`src/rtl/mmc_latch_pkg.sv`:
```
// Shared constants for the MMC2/MMC4 CHR-latch mapper: latch trigger
// addresses, register index decode and savestate field positions.
package mmc_latch_pkg;

    // PPU fetch addresses that arm the CHR latches
    localparam logic [13:0] TRIG_L0_FD = 14'h0FD8;
    localparam logic [13:0] TRIG_L0_FE = 14'h0FE8;
    localparam logic [13:0] TRIG_L1_FD = 14'h1FD8;
    localparam logic [13:0] TRIG_L1_FE = 14'h1FE8;
    // Range match ignores the low three address bits ($xFD8-$xFDF)
    localparam logic [13:0] TRIG_MASK  = 14'h3FF8;

    // Register index taken from CPU address bits [14:12]; 0 and 1 are unused
    typedef enum logic [2:0] {
        REG_PRG    = 3'd2,
        REG_CHR_0A = 3'd3,
        REG_CHR_0B = 3'd4,
        REG_CHR_1A = 3'd5,
        REG_CHR_1B = 3'd6,
        REG_MIRR   = 3'd7
    } reg_idx_e;

    // Savestate word layout, shared by load and dump
    localparam int SS_PRG_LSB    = 0;
    localparam int SS_CHR_0A_LSB = 8;
    localparam int SS_CHR_0B_LSB = 16;
    localparam int SS_CHR_1A_LSB = 24;
    localparam int SS_CHR_1B_LSB = 32;
    localparam int SS_MIRR_BIT   = 40;
    localparam int SS_LATCH0_BIT = 41;
    localparam int SS_LATCH1_BIT = 42;

    // Exact compare (MMC2 latch0) or 8-byte range compare (everything else)
    function automatic logic trig_hit(input logic [13:0] addr,
                                      input logic [13:0] target,
                                      input logic        exact);
        return exact ? (addr == target) : ((addr & TRIG_MASK) == target);
    endfunction

endpackage

```
`src/rtl/mmc_chr_latch.sv`:
```
// One CHR latch: detects the $xFD/$xFE trigger fetch, holds the new value
// as pending while the fetch is still in progress, and commits it on the
// first cycle the PPU read strobe is low so the triggering fetch still sees
// the old bank.
module mmc_chr_latch
    import mmc_latch_pkg::*;
#(
    parameter logic [13:0] FD_ADDR = TRIG_L0_FD,
    parameter logic [13:0] FE_ADDR = TRIG_L0_FE
) (
    input  logic        clk,
    input  logic        rst_n,
    input  logic        clr,
    input  logic        ss_load,
    input  logic        ss_latch,
    input  logic        chr_read,
    input  logic        paused,
    input  logic [13:0] trig_addr,
    input  logic        exact_match,
    output logic        latch
);

    logic hit_fd;
    logic hit_fe;
    logic pend_v;
    logic pend_val;

    assign hit_fd = trig_hit(trig_addr, FD_ADDR, exact_match);
    assign hit_fe = trig_hit(trig_addr, FE_ADDR, exact_match);

    // Arm on a matching fetch, commit once the read strobe drops
    always_ff @(posedge clk or negedge rst_n) begin
        if (!rst_n) begin
            latch    <= 1'b0;
            pend_v   <= 1'b0;
            pend_val <= 1'b0;
        end else if (clr) begin
            latch  <= 1'b0;
            pend_v <= 1'b0;
        end else if (ss_load) begin
            latch  <= ss_latch;
            pend_v <= 1'b0;
        end else if (!paused) begin
            if (chr_read) begin
                if (hit_fd) begin
                    pend_v   <= 1'b1;
                    pend_val <= 1'b0;
                end else if (hit_fe) begin
                    pend_v   <= 1'b1;
                    pend_val <= 1'b1;
                end
            end else if (pend_v) begin
                latch  <= pend_val;
                pend_v <= 1'b0;
            end
        end
    end

endmodule

```
`src/rtl/mmc_latch_mapper.sv`:
```
// MMC2/MMC4 CHR-latch mapper core. Chip personality is chosen by mode_mmc4.
// Outputs are plain; bus tristating is done by the surrounding wrapper.
module mmc_latch_mapper
    import mmc_latch_pkg::*;
#(
    parameter int          PRG_BANK_W   = 4,
    parameter int          CHR_BANK_W   = 5,
    parameter logic [21:0] CHR_BASE     = 22'h200000,
    parameter logic [21:0] PRG_RAM_BASE = 22'h3C0000
) (
    input  logic        clk,
    input  logic        rst_n,
    input  logic        enable,
    input  logic        ce,
    input  logic        mode_mmc4,
    input  logic [15:0] prg_ain,
    input  logic        prg_write,
    input  logic [7:0]  prg_din,
    output logic [21:0] prg_aout,
    output logic        prg_allow,
    input  logic [13:0] chr_ain,
    input  logic [13:0] chr_ain_o,
    input  logic        chr_read,
    input  logic        paused,
    input  logic        chr_ram_en,
    output logic [21:0] chr_aout,
    output logic        chr_allow,
    output logic        vram_a10,
    output logic        vram_ce,
    output logic [1:0]  latch_state,
    input  logic        ss_load,
    input  logic [63:0] ss_din,
    output logic [63:0] ss_dout
);

    // Bank fields must fit their byte-wide savestate slots; MMC2 fixed banks
    // need at least two bank bits.
    if (PRG_BANK_W < 2 || PRG_BANK_W > 8 || CHR_BANK_W < 1 || CHR_BANK_W > 8) begin : g_bad_width
        $error("mmc_latch_mapper: PRG_BANK_W must be 2..8 and CHR_BANK_W 1..8");
    end

    logic [PRG_BANK_W-1:0] prg_bank;
    logic [CHR_BANK_W-1:0] chr_0a;
    logic [CHR_BANK_W-1:0] chr_0b;
    logic [CHR_BANK_W-1:0] chr_1a;
    logic [CHR_BANK_W-1:0] chr_1b;
    logic                  mirroring;
    logic                  latch0;
    logic                  latch1;
    logic                  reg_wr;
    logic [PRG_BANK_W-1:0] prg_sel;
    logic [CHR_BANK_W-1:0] chr_sel;
    logic                  unused_bits;

    assign reg_wr = ce & prg_write & prg_ain[15];

    // Input bits the mapping never consumes (high data bits, spare savestate bits)
    assign unused_bits = ^{prg_din, ss_din};

    // Bank and mirroring registers: reset > disable > savestate > CPU write
    always_ff @(posedge clk or negedge rst_n) begin
        if (!rst_n) begin
            prg_bank  <= '0;
            chr_0a    <= '0;
            chr_0b    <= '0;
            chr_1a    <= '0;
            chr_1b    <= '0;
            mirroring <= 1'b0;
        end else if (!enable) begin
            prg_bank  <= '0;
            chr_0a    <= '0;
            chr_0b    <= '0;
            chr_1a    <= '0;
            chr_1b    <= '0;
            mirroring <= 1'b0;
        end else if (ss_load) begin
            prg_bank  <= ss_din[SS_PRG_LSB    +: PRG_BANK_W];
            chr_0a    <= ss_din[SS_CHR_0A_LSB +: CHR_BANK_W];
            chr_0b    <= ss_din[SS_CHR_0B_LSB +: CHR_BANK_W];
            chr_1a    <= ss_din[SS_CHR_1A_LSB +: CHR_BANK_W];
            chr_1b    <= ss_din[SS_CHR_1B_LSB +: CHR_BANK_W];
            mirroring <= ss_din[SS_MIRR_BIT];
        end else if (reg_wr) begin
            case (prg_ain[14:12])
                REG_PRG:    prg_bank  <= prg_din[PRG_BANK_W-1:0];
                REG_CHR_0A: chr_0a    <= prg_din[CHR_BANK_W-1:0];
                REG_CHR_0B: chr_0b    <= prg_din[CHR_BANK_W-1:0];
                REG_CHR_1A: chr_1a    <= prg_din[CHR_BANK_W-1:0];
                REG_CHR_1B: chr_1b    <= prg_din[CHR_BANK_W-1:0];
                REG_MIRR:   mirroring <= prg_din[0];
                default:    ;
            endcase
        end
    end

    // Latch0 is an exact match on MMC2, a range match on MMC4
    mmc_chr_latch #(
        .FD_ADDR (TRIG_L0_FD),
        .FE_ADDR (TRIG_L0_FE)
    ) u_latch0 (
        .clk         (clk),
        .rst_n       (rst_n),
        .clr         (~enable),
        .ss_load     (ss_load),
        .ss_latch    (ss_din[SS_LATCH0_BIT]),
        .chr_read    (chr_read),
        .paused      (paused),
        .trig_addr   (chr_ain_o),
        .exact_match (~mode_mmc4),
        .latch       (latch0)
    );

    // Latch1 always uses the range match
    mmc_chr_latch #(
        .FD_ADDR (TRIG_L1_FD),
        .FE_ADDR (TRIG_L1_FE)
    ) u_latch1 (
        .clk         (clk),
        .rst_n       (rst_n),
        .clr         (~enable),
        .ss_load     (ss_load),
        .ss_latch    (ss_din[SS_LATCH1_BIT]),
        .chr_read    (chr_read),
        .paused      (paused),
        .trig_addr   (chr_ain_o),
        .exact_match (1'b0),
        .latch       (latch1)
    );

    assign latch_state = {latch1, latch0};

    // PRG window: 8 KB switchable + three fixed banks (MMC2) or
    // 16 KB switchable + fixed last bank + PRG-RAM (MMC4)
    always_comb begin
        prg_sel   = '1;
        prg_aout  = '0;
        prg_allow = prg_ain[15] & ~prg_write;
        if (mode_mmc4) begin
            if (prg_ain[15:13] == 3'b011) begin
                prg_aout  = PRG_RAM_BASE | 22'(prg_ain[12:0]);
                prg_allow = 1'b1;
            end else begin
                if (prg_ain[15:14] == 2'b10) begin
                    prg_sel = prg_bank;
                end
                prg_aout = (22'(prg_sel) << 14) | 22'(prg_ain[13:0]);
            end
        end else begin
            if (prg_ain[15:13] == 3'b100) begin
                prg_sel = prg_bank;
            end else begin
                prg_sel[1:0] = prg_ain[14:13];
            end
            prg_aout = (22'(prg_sel) << 13) | 22'(prg_ain[12:0]);
        end
    end

    // CHR window: each 4 KB half picks its bank through its own latch
    always_comb begin
        if (chr_ain[12]) begin
            chr_sel = latch1 ? chr_1b : chr_1a;
        end else begin
            chr_sel = latch0 ? chr_0b : chr_0a;
        end
        chr_aout = CHR_BASE | (22'(chr_sel) << 12) | 22'(chr_ain[11:0]);
    end

    assign vram_a10  = mirroring ? chr_ain[11] : chr_ain[10];
    assign vram_ce   = chr_ain[13];
    assign chr_allow = chr_ram_en;

    // Savestate dump; reads zero while the mapper is deselected
    always_comb begin
        ss_dout = '0;
        if (enable) begin
            ss_dout[SS_PRG_LSB    +: PRG_BANK_W] = prg_bank;
            ss_dout[SS_CHR_0A_LSB +: CHR_BANK_W] = chr_0a;
            ss_dout[SS_CHR_0B_LSB +: CHR_BANK_W] = chr_0b;
            ss_dout[SS_CHR_1A_LSB +: CHR_BANK_W] = chr_1a;
            ss_dout[SS_CHR_1B_LSB +: CHR_BANK_W] = chr_1b;
            ss_dout[SS_MIRR_BIT]                 = mirroring;
            ss_dout[SS_LATCH0_BIT]               = latch0;
            ss_dout[SS_LATCH1_BIT]               = latch1;
        end
    end

endmodule

```
`config.mk`:
```
export PLATFORM = sky130hd
export DESIGN_NAME = mmc_latch_mapper
export DESIGN_NICKNAME = d
export VERILOG_FILES = /design/src/rtl/mmc_latch_pkg.sv /design/src/rtl/mmc_chr_latch.sv /design/src/rtl/mmc_latch_mapper.sv
export SDC_FILE = /design/constraint.sdc
export NUM_CORES = 1
export LEC_CHECK = 0
export CAP_MARGIN = 20
export CORE_MARGIN = 10
export CORE_UTILIZATION = 32
export DETAILED_ROUTE_END_ITERATION = 12
export PLACE_DENSITY = 0.92
export SLEW_MARGIN = 5
export SYNTH_ARGS = -nofsm -noshare
export SYNTH_HDL_FRONTEND = slang
export SYNTH_SLANG_ARGS = --single-unit
```
`constraint.sdc`:
```
create_clock -name clk -period 1.25 [get_ports clk]
set_input_delay 0.25 -clock clk [delete_from_list [all_inputs] [get_ports clk]]
set_output_delay 0.25 -clock clk [all_outputs]
set_load 0.005 [all_outputs]
```
; ---- After elaboration in Yosys (flattened, before gate mapping)
; Index checks and enable logic that the tools add are counted.
[totals]
register_bits = 31
in_bits = 126
output_inout_bits = 114
[classes]
eq_ne = 28
mux = 71
bitwise_logic = 9
reduce_logical = 14
[ops]
columns = operator, count
row1 = $mux W5, 23
row2 = $mux W22, 2
row3 = $mux W1, 33
row4 = $mux W4, 8
row5 = $eq A14 B12 Y1 const B, 2
row6 = $ne A3 B1 Y1 const B, 9
row7 = $eq A11 B10 Y1 const B, 2
row8 = $eq A11 B9 Y1 const B, 2
row9 = $or A22 B12 Y22, 1
row10 = $or A18 B14 Y18, 1
row11 = $or A17 B13 Y17, 1
row12 = $reduce_and A2 Y1, 8
row13 = $eq A3 B3 Y1 const B, 5
row14 = $ne A5 B2 Y1 const B, 2
row15 = $reduce_and A5 Y1, 2
row16 = $eq A3 B2 Y1 const B, 3
row17 = $mux W2, 4
row18 = $ne A3 B2 Y1 const B, 2
row19 = $reduce_and A3 Y1, 2
row20 = $reduce_bool A2 Y1, 2
row21 = $and A1 B1 Y1, 3
row22 = $mux W3, 1
row23 = $not A1 Y1, 3
row24 = $eq A2 B2 Y1 const B, 1

; ---- Logic depth before layout (Yosys ltp)
; Gate-level depths: netlist (run 1).
[logic_depth]
ltp_word = 8
depth_mapped = 6
mapped_depth_nobuf = 4

; ---- Hierarchy
; From an unflattened synthesis (run 1), not the netlist that was laid out.
[hier_totals]
hier_cells = 361
area_unflattened_um2 = 2860.2
[modules_own_cells]
columns = mod, instances, cells_per_inst, area_each_um2, seq_area_each_um2
row1 = mmc_latch_mapper, 1, 313, 2446.1, 625.6
row2 = mmc_chr_latch (u_latch0), 1, 24, 212.7, 75.1
row3 = mmc_chr_latch (u_latch1), 1, 24, 201.4, 75.1

; ---- Worst setup path after synthesis (run 1)
; Ideal clock, no wire load.
[synth_path]
path_kind = input to register
startpoint = in chr_ain_o[1]
endpoint = reg u_latch0.pend_val
setup_ns = 0.126
arrival_time_ns = 1.277
required_time_ns = 1.124
slack_ns = -0.153
stages = 4
path_buffers = 0
path_cell_list = or3_4 a2111oi_4 a41o_1 a21oi_2
[synth_via]
elab_chain_cells = 4
[synth_lines]
columns = element, line_no
row1 = from (decl), mmc_latch_mapper.sv:22  ; input logic [13:0] chr_ain_o,
row2 = $eq A14 B12 Y1, mmc_latch_pkg.sv:37  ; return exact ? (addr == target) : ((addr & TRIG_MASK) == target);
row3 = $mux W1, mmc_latch_pkg.sv:37
row4 = $reduce_bool A2 Y1 (no source line), --
row5 = $reduce_and A5 Y1 (no source line), --
row6 = to (signal assigned), mmc_chr_latch.sv:36  ; pend_val <= 1'b0;
row7 = to (signal assigned), mmc_chr_latch.sv:47  ; pend_val <= 1'b0;
row8 = to (signal assigned), mmc_chr_latch.sv:50  ; pend_val <= 1'b1;
row9 = to (decl), mmc_chr_latch.sv:26  ; logic pend_val;
; Several ways; a longest one is shown, not always the timed one.
; A chain may end at the register's enable or synchronous reset.

; ---- Final worst setup path (run 1)
[layout_path]
startpoint = reg u_latch0.latch
endpoint = out chr_aout[12]
[layout_via]
elab_chain_cells = 3
[layout_lines]
columns = element, line_no
row1 = from (decl), mmc_chr_latch.sv:20  ; output logic latch
row2 = from (signal assigned), mmc_chr_latch.sv:41  ; latch <= ss_latch;
row3 = from (signal assigned), mmc_chr_latch.sv:53  ; latch <= pend_val;
row4 = $mux W5, mmc_latch_mapper.sv:163  ; chr_sel = latch0 ? chr_0b : chr_0a;
row5 = $mux W5, mmc_latch_mapper.sv:160  ; if (chr_ain[12]) begin
row6 = $or A22 B12 Y22, mmc_latch_mapper.sv:165  ; chr_aout = CHR_BASE | (22'(chr_sel) << 12) | 22'(chr_ain[11:0]);
row7 = to (decl), mmc_latch_mapper.sv:26  ; output logic [21:0] chr_aout,
; No other way between the ends.

==> reports/metrics.csv, run 1 <==
metric,value,unit
status,"finished, violations left",
failing checks,setup timing,
Synth top area share,0.279,
post-synthesis sequential area ratio,0.279,
H-tree Lvls,2,
gpl congestion,0.792,
CP max stage cell,dfrtp_2,
clock slew seen by the registers of the worst setup and hold paths,0.08,ns
Multi-input gate area,1680,um^2
"Distinct cells, synth",39,
post-layout min period,1.55,ns
YS warnings,0,
Power Total,3.64,mW
initial core utilization,0.333,
Setup WS pre-CTS,-0.855,ns
Synth area leaders,"dfrtp_1 28%, buf_4 20%, and2_1 8.1%",
most common cell in the netlist,buf_4,
"Area growth, synth to finish",68.3,%
Site Rows,33,
Slew Limit Fails,0,
Layout Skew,0.00317,ns
CTS tree,built,
Detailed Place HPWL,7650,um
crit-path max FO,6,
Yosys top cell by area,dfrtp_1,
Initial DRT Pass Iterations,5,
core area,8340,um^2
Final Cycle Share,1.24,
drt total wl,10800,um
Num CTS Buffers,5,
worst setup path class,flop to output port,
clk root buf,clkbuf_8,
later-pin clock latency in the skew report,0.28,ns
# setup viols final,32,
Die Ht,113,um
DR WL/cell,18.0,um
largest buffer count on any clock path,2,
fraction of layout cells with a size suffix above 1,0.431,
first-pass GRT wire length,16700,um
Via Count,2874,
CP Cell Sequence,buf_12 > nor2b_4 > a211oi_2 > a21oi_1 > buf_2,
worst vdd ir,0.428,mV
fmax,646,MHz
boundary pin count,240,
register area,778,um^2
Cell Pwr Density,779,nW/um^2
final hold vios,0,
static leakage,2.32,nW
Worst setup EP type,output port,
synthesized area per cell,8.05,um^2
die area,12800,um^2
initial antenna violation count,0,
Sink Count,31,
PortBufs,109,
GRT Util Overall,0.159,
vias per inst,4.77,
Antenna Cells,0,
crit path DAT,1.30,ns
Die X,113,um
final setup margin,-0.298,ns
layout net count,622,
vias in the first global route,3113,
HP Class,input port to asynchronous set/reset pin,
max_cap viols,0,
total gr overflow,0,
Final ANT Viol Nets,0,
CP max stage delay,0.44,ns
#FFs+latches synth,31,
RSZ-0062 raised after global routing,yes,
top_reg_cell synth,dfrtp_1,
critical path startpoint category,flop,
most frequent cells after synthesis,"74 x buf_4, 37 x o21ai_0, 36 x and2_1, 31 x dfrtp_1, 27 x inv_1",
Fill cells,755,
Synth Cell Area,2780,um^2
drc violations,0,
largest net degree at the start of global routing,32,
post-synthesis cell count,345,
DRT iter0 DRCs,87,
Post-synth EDFFs,0,
Synth async-reset ratio,1.00,
CP required,1.00,ns
==> report_power, final <==
group          leakage, nW  internal (mW)  switching [mW]
Sequential           0.406           1.07          0.0502
Combinational         1.85          0.759           0.549
Clock               0.0644          0.795           0.419
Total                 2.32           2.63            1.02
==> worst max-delay path, delay by kind of cell (launching register included) <==
kind / cells / cell delay [ns]
buf+inv: 2 / 0.30
simple gates: 1 / 0.11
compound gates: 2 / 0.17
flops: 1 / 0.44
==> cell families (layout without fill, tap and decap cells) <==
logic type | after synthesis | after routing | share of synthesized area
multiplexers | 10 | 10 | 0.0369
AO/OA/AOI/OAI | 86 | 86 | 0.218
other | 2 | 42 | 0.00270
AND/OR/NAND/NOR | 98 | 98 | 0.200
flip-flops | 31 | 31 | 0.279
XOR/XNOR | 1 | 1 | 0.00315
buffers and inverters | 117 | 229 | 0.260
==> sequential cells by signal, indices dropped and copies added (netlist names) <==
| register | cells |
|---|---|
| chr_0a | 5 |
| u_latch0.latch | 1 |
| chr_1a | 5 |
| u_latch1.latch | 1 |
| u_latch1.pend_v | 1 |
| u_latch1.pend_val | 1 |
| u_latch0.pend_val | 1 |
| chr_1b | 5 |
| mirroring | 1 |
| prg_bank | 4 |
| u_latch0.pend_v | 1 |
| chr_0b | 5 |
==> path summary, 6_finish.rpt <==
| path | startpoint | slack (ns) | to | cells past startpoint |
|---|---|---|---|---|
| setup / recovery | u_latch0.latch | -0.30 | chr_aout[12] | 5 |
| hold / removal | rst_n | 0.33 | chr_1a[3] | 2 |
| setup reg to reg | u_latch0.latch | 0.12 | u_latch0.latch | 5 |
| hold reg to reg | u_latch1.pend_v | 0.51 | u_latch1.pend_v | 2 |
| max in group asynchronous | rst_n | 0.73 | u_latch0.latch | 2 |
| min in group clk | paused | 0.43 | u_latch1.pend_v | 4 |
==> cell usage in the layout, fill, tap and decap left out, types with 19 or more instances in the layout <==
cell,count
buf_2,27
nand3_1,20
conb_1,42
o21ai_0,32
clkdlybuf4s50_1,36
and2_4,21
dfrtp_1,29
buf_6,52
buf_4,48
a21o_1,19
inv_1,22
==> cell type report <==
cell class	instances	area share
Timing Repair Buffer	194	0.395
Multi-Input combinational cell	237	0.359
Sequential cell	31	0.166
Tap cell	105	0.0281
Inverter	27	0.0222
Clock buffer	5	0.0147
Clock inverter	3	0.0144
==> per-stage QoR <==
step | hold WS [ns] | cell area [um^2] | util | TNS, ns | instances
after floorplan | -0.0456 | 2950 | - | -0.0882 | 385
after global placement | 0.477 | 3980 | 0.477 | -46.61 | 564
after detailed placement | 0.490 | 3980 | 0.477 | -48.39 | 564
after CTS | 0.326 | 4540 | 0.544 | -4.44 | 601
after global routing | 0.330 | 4680 | 0.561 | -5.39 | 602
final | 0.326 | 4680 | 0.561 | -3.86 | 602
==> layer usage <==
| layer | global-route usage | part of all wire | wire length (um) |
|---|---|---|---|
| met5 | 0 | 0 | 0 |
| met4 | 0.0355 | 0.014 | 155 |
| met3 | 0.0549 | 0.077 | 839 |
| met2 | 0.293 | 0.52 | 5670 |
| met1 | 0.170 | 0.38 | 4160 |
==> timing repair <==
action	4_1_cts	5_1_grt
endpoints found under the hold margin	0	0
gates resized for setup	330	43
gates cloned	4	1
setup buffers	25	5
hold buffers	0	0
pin swaps	36	15
endpoints found under the setup margin	78	53
Note: power is estimated with default switching activity, not from simulation.
==> run 2, diff against run 1 <==
--- a/config.mk
+++ b/config.mk
@@ -10,6 +10,7 @@
 export CORE_UTILIZATION = 32
 export DETAILED_ROUTE_END_ITERATION = 12
 export PLACE_DENSITY = 0.92
+export REMOVE_ABC_BUFFERS = 1
 export SLEW_MARGIN = 5
 export SYNTH_ARGS = -nofsm -noshare
 export SYNTH_HDL_FRONTEND = slang
==> run 2 against run 1 <==
Non-clock buffer count increased by 8. Sequential power about the same. Critical endpoint is now prg_aout[16]. The flow still finishes with violations (setup timing). Final area increased by 1.7%. Largest power group unchanged.
==> reports/metrics.csv, run 2 (synthesis results as in run 1) <==
metric,value,unit,change
failing checks,setup timing,,unchanged
"commonest non-fill, non-tap cell in the layout",buf_6,,unchanged
DRT met1 WL,4330,um,was 4160 um
Initial DRT Pass Iterations,4,,was 5
reg2reg start,u_latch0.latch,,unchanged
core area,8340,um^2,unchanged
HP Class,input port to asynchronous set/reset pin,,unchanged
boundary pin count,240,,unchanged
initial antenna violation count,0,,unchanged
Layout Skew,0.000144,ns,was 0.00317 ns
max_cap viols,0,,unchanged
PortBufs,109,,unchanged
Power Total,3.31,mW,was 3.64 mW
CP required,1.00,ns,about the same
gpl congestion,0.878,,was 0.792
Antenna Cells,0,,unchanged
DRT iter0 DRCs,78,,was 87
post-layout min period,1.57,ns,was 1.55 ns
crit path DAT,1.32,ns,was 1.30 ns
largest net degree at the start of global routing,32,,unchanged
worst setup path class,flop to output port,,unchanged
status,"finished, violations left",,unchanged
register-to-register path setup slack,0.08,ns,was 0.12 ns
first-pass GRT wire length,17600,um,was 16700 um
H-tree Lvls,2,,unchanged
met2 wire len,5750,um,was 5670 um
Multi-input gate area,1700,um^2,was 1680 um^2
worst vdd ir,0.395,mV,was 0.428 mV
Sink Count,31,,unchanged
cts hold-fix bufs,0,,unchanged
"commonest cells after routing, fill and taps aside","69 x buf_6, 47 x buf_4, 42 x conb_1, 36 x clkdlybuf4s50_1, 30 x o21ai_0",,"was 52 x buf_6, 48 x buf_4, 42 x conb_1, 36 x clkdlybuf4s50_1, 32 x o21ai_0"
DR WL met3,1780,um,was 839 um
Setup WS pre-CTS,-0.849,ns,was -0.855 ns
initial core utilization,0.333,,unchanged
Num CTS Buffers,5,,unchanged
drc violations,0,,unchanged
worst r2r dst,u_latch0.latch,,unchanged
static leakage,2.34,nW,was 2.32 nW
total gr overflow,0,,unchanged
drt total wl,11900,um,was 10800 um
vias per inst,4.83,,was 4.77
RSZ-0062 raised after global routing,yes,,unchanged
fmax,637,MHz,was 646 MHz
Detailed Place HPWL,8290,um,was 7650 um
post-route insts no fill,611,,was 602
Fill cells,751,,was 755
# setup viols final,40,,was 32
Worst setup EP type,output port,,unchanged
die area,12800,um^2,unchanged
critical path startpoint category,flop,,unchanged
final setup margin,-0.321,ns,was -0.298 ns
top sig layer,met4,,unchanged
CTS tree,built,,unchanged
fraction of layout cells with a size suffix above 1,0.453,,was 0.431
final hold vios,0,,unchanged
Via Count,2954,,was 2874
Cell Pwr Density,696,nW/um^2,was 779 nW/um^2
Die Ht,113,um,unchanged
Site Rows,33,,unchanged
GRT Util Overall,0.172,,was 0.159
clock slew seen by the registers of the worst setup and hold paths,0.07,ns,was 0.08 ns
register area,778,um^2,unchanged
Die X,113,um,unchanged
largest buffer count on any clock path,2,,unchanged
layout net count,631,,was 622
DR WL/cell,19.5,um,was 18.0 um
FF-to-FF path depth,5,,unchanged
Final ANT Viol Nets,0,,unchanged
vias in the first global route,3205,,was 3113
later-pin clock latency in the skew report,0.28,ns,about the same
Final Cycle Share,1.26,,was 1.24
hold slack,0.324,ns,was 0.326 ns
clk root buf,clkbuf_8,,unchanged
placed cell count,569,,was 564
crit-path max FO,2,,was 6
"Area growth, synth to finish",71.1,%,was 68.3%
Slew Limit Fails,0,,unchanged
==> run 2: cell count changes in the layout (fill, tap and decap cells not counted), sizes merged <==
cell	change
clkbuf	+1
dlymetal6s2s	-1
bufinv	-2
buf	+9
clkinv	+1
a41o	+1
dlygate4sd2	-4
bufbuf	-1
clkdlybuf4s15	+5
==> run 2: worst max-delay path, stage by stage, from the launching register on <==
cell,delay (ns)
dfrtp_1,0.38
or3_1,0.36
o21ai_1,0.10
a21oi_1,0.08
buf_2,0.13
==> run 2: repair_timing <==
action,4_1_cts,5_1_grt
buffers inserted,25,10
setup endpoints to repair,78,67
cloned,4,0
gates resized for setup,343,63
pin swaps,31,10
==> run 2: final cells by class <==
cell class / instances / share of cell area
multi-input cells: 238 / 0.358
well taps: 105 / 0.0276
clock inverters: 2 / 0.00263
inverters: 27 / 0.0213
clock buffers: 6 / 0.0153
repair buffers: 202 / 0.411
flip-flops and latches: 31 / 0.164
==> run 2: how the worst max path moves through the flow <==
stage / from / end / slack, ns / depth (start not counted)
after floorplan: chr_ain_o[1] / u_latch0.pend_val / -0.15 / 4
after global placement: prg_ain[13] / prg_aout[14] / -0.78 / 5
after detailed placement: prg_ain[13] / prg_allow / -0.85 / 5
after CTS: prg_bank[3] / prg_aout[16] / -0.32 / 4
after global routing: u_latch0.latch / chr_aout[16] / -0.39 / 5
final: prg_bank[3] / prg_aout[16] / -0.32 / 4
==> run 2: metrics by stage <==
step,utilization,instance area [um^2],TNS [ns]
floorplan,-,2310,-0.180
global placement,0.480,4010,-45.23
detailed placement,0.480,4010,-47.63
CTS,0.543,4530,-4.94
global route,0.570,4760,-6.54
finish,0.570,4760,-4.80
==> run 2: power breakdown <==
| group | leakage [nW] | internal (mW) | switching, mW |
|---|---|---|---|
| Clock | 0.0412 | 0.389 | 0.416 |
| Sequential | 0.406 | 1.07 | 0.0531 |
| Combinational | 1.89 | 0.806 | 0.575 |
| Total | 2.34 | 2.27 | 1.04 |
==> run 2: per-layer routing <==
layer | track usage | vias to the layer above
li1 | - | 1366
met1 | 0.185 | 1424
met2 | 0.281 | 160
met3 | 0.114 | 4
met4 | 0.0228 | 0
met5 | 0 | -
==> run 3, diff against run 2 <==
--- a/config.mk
+++ b/config.mk
@@ -9,8 +9,10 @@
 export CORE_MARGIN = 10
 export CORE_UTILIZATION = 32
 export DETAILED_ROUTE_END_ITERATION = 12
+export GPL_TIMING_DRIVEN = 0
 export PLACE_DENSITY = 0.92
 export REMOVE_ABC_BUFFERS = 1
+export SKIP_CTS_REPAIR_TIMING = 1
 export SLEW_MARGIN = 5
 export SYNTH_ARGS = -nofsm -noshare
 export SYNTH_HDL_FRONTEND = slang
==> run 3 against run 2 <==
The run still ends with setup timing left. Count of clock-buffer cells in the layout is 1 higher. Register-to-register slack hardly changed. Combinational power is 29% lower. Maximum frequency is 5.6% lower. Worst hold slack worse by 0.29 ns. Clock power is 2% lower. Sequential share of layout area is 3.3 points higher. Critical endpoint is now chr_aout[15]. Largest cell class is now multi-input gates. Largest power group is now sequential cells.
==> reports/metrics.csv, run 3 (synthesis results as in run 1) <==
metric,value,unit,change
Placed Area,3540,um^2,was 4010 um^2
core area,8340,um^2,unchanged
FF-to-FF path depth,5,,unchanged
slew at the pin closest to its max-slew limit,0.771,ns,
DRT iter0 DRCs,106,,was 78
GRT Util Overall,0.141,,was 0.172
Detailed Place HPWL,7710,um,was 8290 um
clk root buf,clkbuf_8,,unchanged
"Area growth, synth to finish",42.3,%,was 71.1%
CP max stage cell,dfrtp_2,,was dfrtp_1
Final ANT Viol Nets,0,,unchanged
DR WL/cell,19.3,um,was 19.5 um
boundary pin count,240,,unchanged
max_cap viols,0,,unchanged
gpl congestion,0.748,,was 0.878
critical path startpoint category,flop,,unchanged
layout net count,567,,was 631
"commonest non-fill, non-tap cell in the layout",conb_1,,was buf_6
Initial DRT Pass Iterations,4,,unchanged
register area,778,um^2,unchanged
fraction of layout cells with a size suffix above 1,0.283,,was 0.453
Power Total,2.90,mW,was 3.31 mW
failing checks,setup timing,,unchanged
largest net degree at the start of global routing,57,,was 32
"Largest delay share family, worst path",buffers and inverters,,was flip-flops
fin area,3960,um^2,was 4760 um^2
Die X,113,um,unchanged
CP required,1.00,ns,about the same
Final TNS setup,-3.83,ns,was -4.80 ns
Final Cycle Share,1.33,,was 1.26
vias in the first global route,2629,,was 3205
final setup margin,-0.415,ns,was -0.321 ns
CP Cell Sequence,buf_6 > buf_12 > nor2b_4 > a211oi_1 > a21oi_1 > buf_2,,was or3_1 > o21ai_1 > a21oi_1 > buf_2
CP max stage delay,0.37,ns,was 0.38 ns
static leakage,2.18,nW,was 2.34 nW
later-pin clock latency in the skew report,0.29,ns,was 0.28 ns
Layout Skew,0.000192,ns,was 0.000144 ns
worst vdd ir,0.521,mV,was 0.395 mV
first-pass GRT wire length,14500,um,was 17600 um
RSZ-0062 raised after global routing,yes,,unchanged
fin util,0.474,,was 0.570
vias per inst,4.82,,was 4.83
largest buffer count on any clock path,2,,unchanged
worst r2r dst,u_latch0.latch,,unchanged
Site Rows,33,,unchanged
Die Ht,113,um,unchanged
# setup viols final,15,,was 40
fmax,601,MHz,was 637 MHz
die area,12800,um^2,unchanged
post-layout min period,1.66,ns,was 1.57 ns
CTS tree,built,,unchanged
total gr overflow,0,,unchanged
Slew Limit Fails,0,,unchanged
H-tree Lvls,2,,unchanged
Multi-input gate area,1600,um^2,was 1700 um^2
Worst setup EP type,output port,,unchanged
"commonest cells after routing, fill and taps aside","42 x conb_1, 35 x clkdlybuf4s50_1, 32 x o21ai_0, 30 x clkbuf_2",,"was 69 x buf_6, 47 x buf_4, 42 x conb_1, 36 x clkdlybuf4s50_1, 30 x o21ai_0"
drt total wl,10600,um,was 11900 um
final hold vios,0,,unchanged
PortBufs,109,,unchanged
Via Count,2636,,was 2954
drc violations,0,,unchanged
Sink Count,31,,unchanged
status,"finished, violations left",,unchanged
Buf/Inv on CP,3,,was 1
clock slew seen by the registers of the worst setup and hold paths,0.07,ns,about the same
initial core utilization,0.333,,unchanged
worst relative slew slack,0.486,,
Cell Pwr Density,734,nW/um^2,was 696 nW/um^2
initial antenna violation count,0,,unchanged
register-to-register path setup slack,0.08,ns,about the same
Setup WS pre-CTS,-1.26,ns,was -0.849 ns
crit-path max FO,4,,was 2
reg2reg start,u_latch0.latch,,unchanged
worst setup path class,flop to output port,,unchanged
Fill cells,807,,was 751
crit path DAT,1.41,ns,was 1.32 ns
Antenna Cells,0,,unchanged
HP Class,input port to asynchronous set/reset pin,,unchanged
Num CTS Buffers,5,,unchanged
-- run 3: worst max path at each step --
stage / startpoint / to / slack (ns) / depth (start not counted)
after floorplan: chr_ain_o[1] / u_latch0.pend_val / -0.15 / 4
after global placement: enable / u_latch1.pend_val / -1.74 / 5
after detailed placement: prg_ain[13] / prg_allow / -1.26 / 5
after CTS: prg_ain[13] / prg_allow / -1.26 / 5
after global routing: u_latch0.latch / chr_aout[15] / -0.47 / 6
final: u_latch0.latch / chr_aout[15] / -0.41 / 6
-- run 3: per-layer routing --
layer  vias to the layer above  routed length (um)  global-route usage
li1                       1236                   -                   -
met1                      1233                3860               0.145
met2                       160                4870               0.217
met3                         7                1800               0.125
met4                         0                  52              0.0203
met5                         -                   0                   0
-- run 3: layout make-up --
class                           instances  area share
Multi-Input combinational cell        238       0.404
Inverter                               27      0.0256
Clock buffer                            7      0.0193
Sequential cell                        31       0.197
Clock inverter                          1     0.00127
Tap cell                              105      0.0332
Timing Repair Buffer                  138       0.320
-- run 3: power breakdown --
group	internal (mW)	switching [mW]	leakage [nW]
registers	1.07	0.0558	0.406
clock network	0.391	0.401	0.0422
logic	0.521	0.462	1.73
total	1.98	0.919	2.18
-- run 3: stage by stage --
stage | hold slack [ns] | cells
after CTS | 0.0494 | 518
after global routing | 0.0772 | 547
after global placement | 0.475 | 509
after detailed placement | 0.356 | 510
after floorplan | -0.0456 | 295
final | 0.0364 | 547
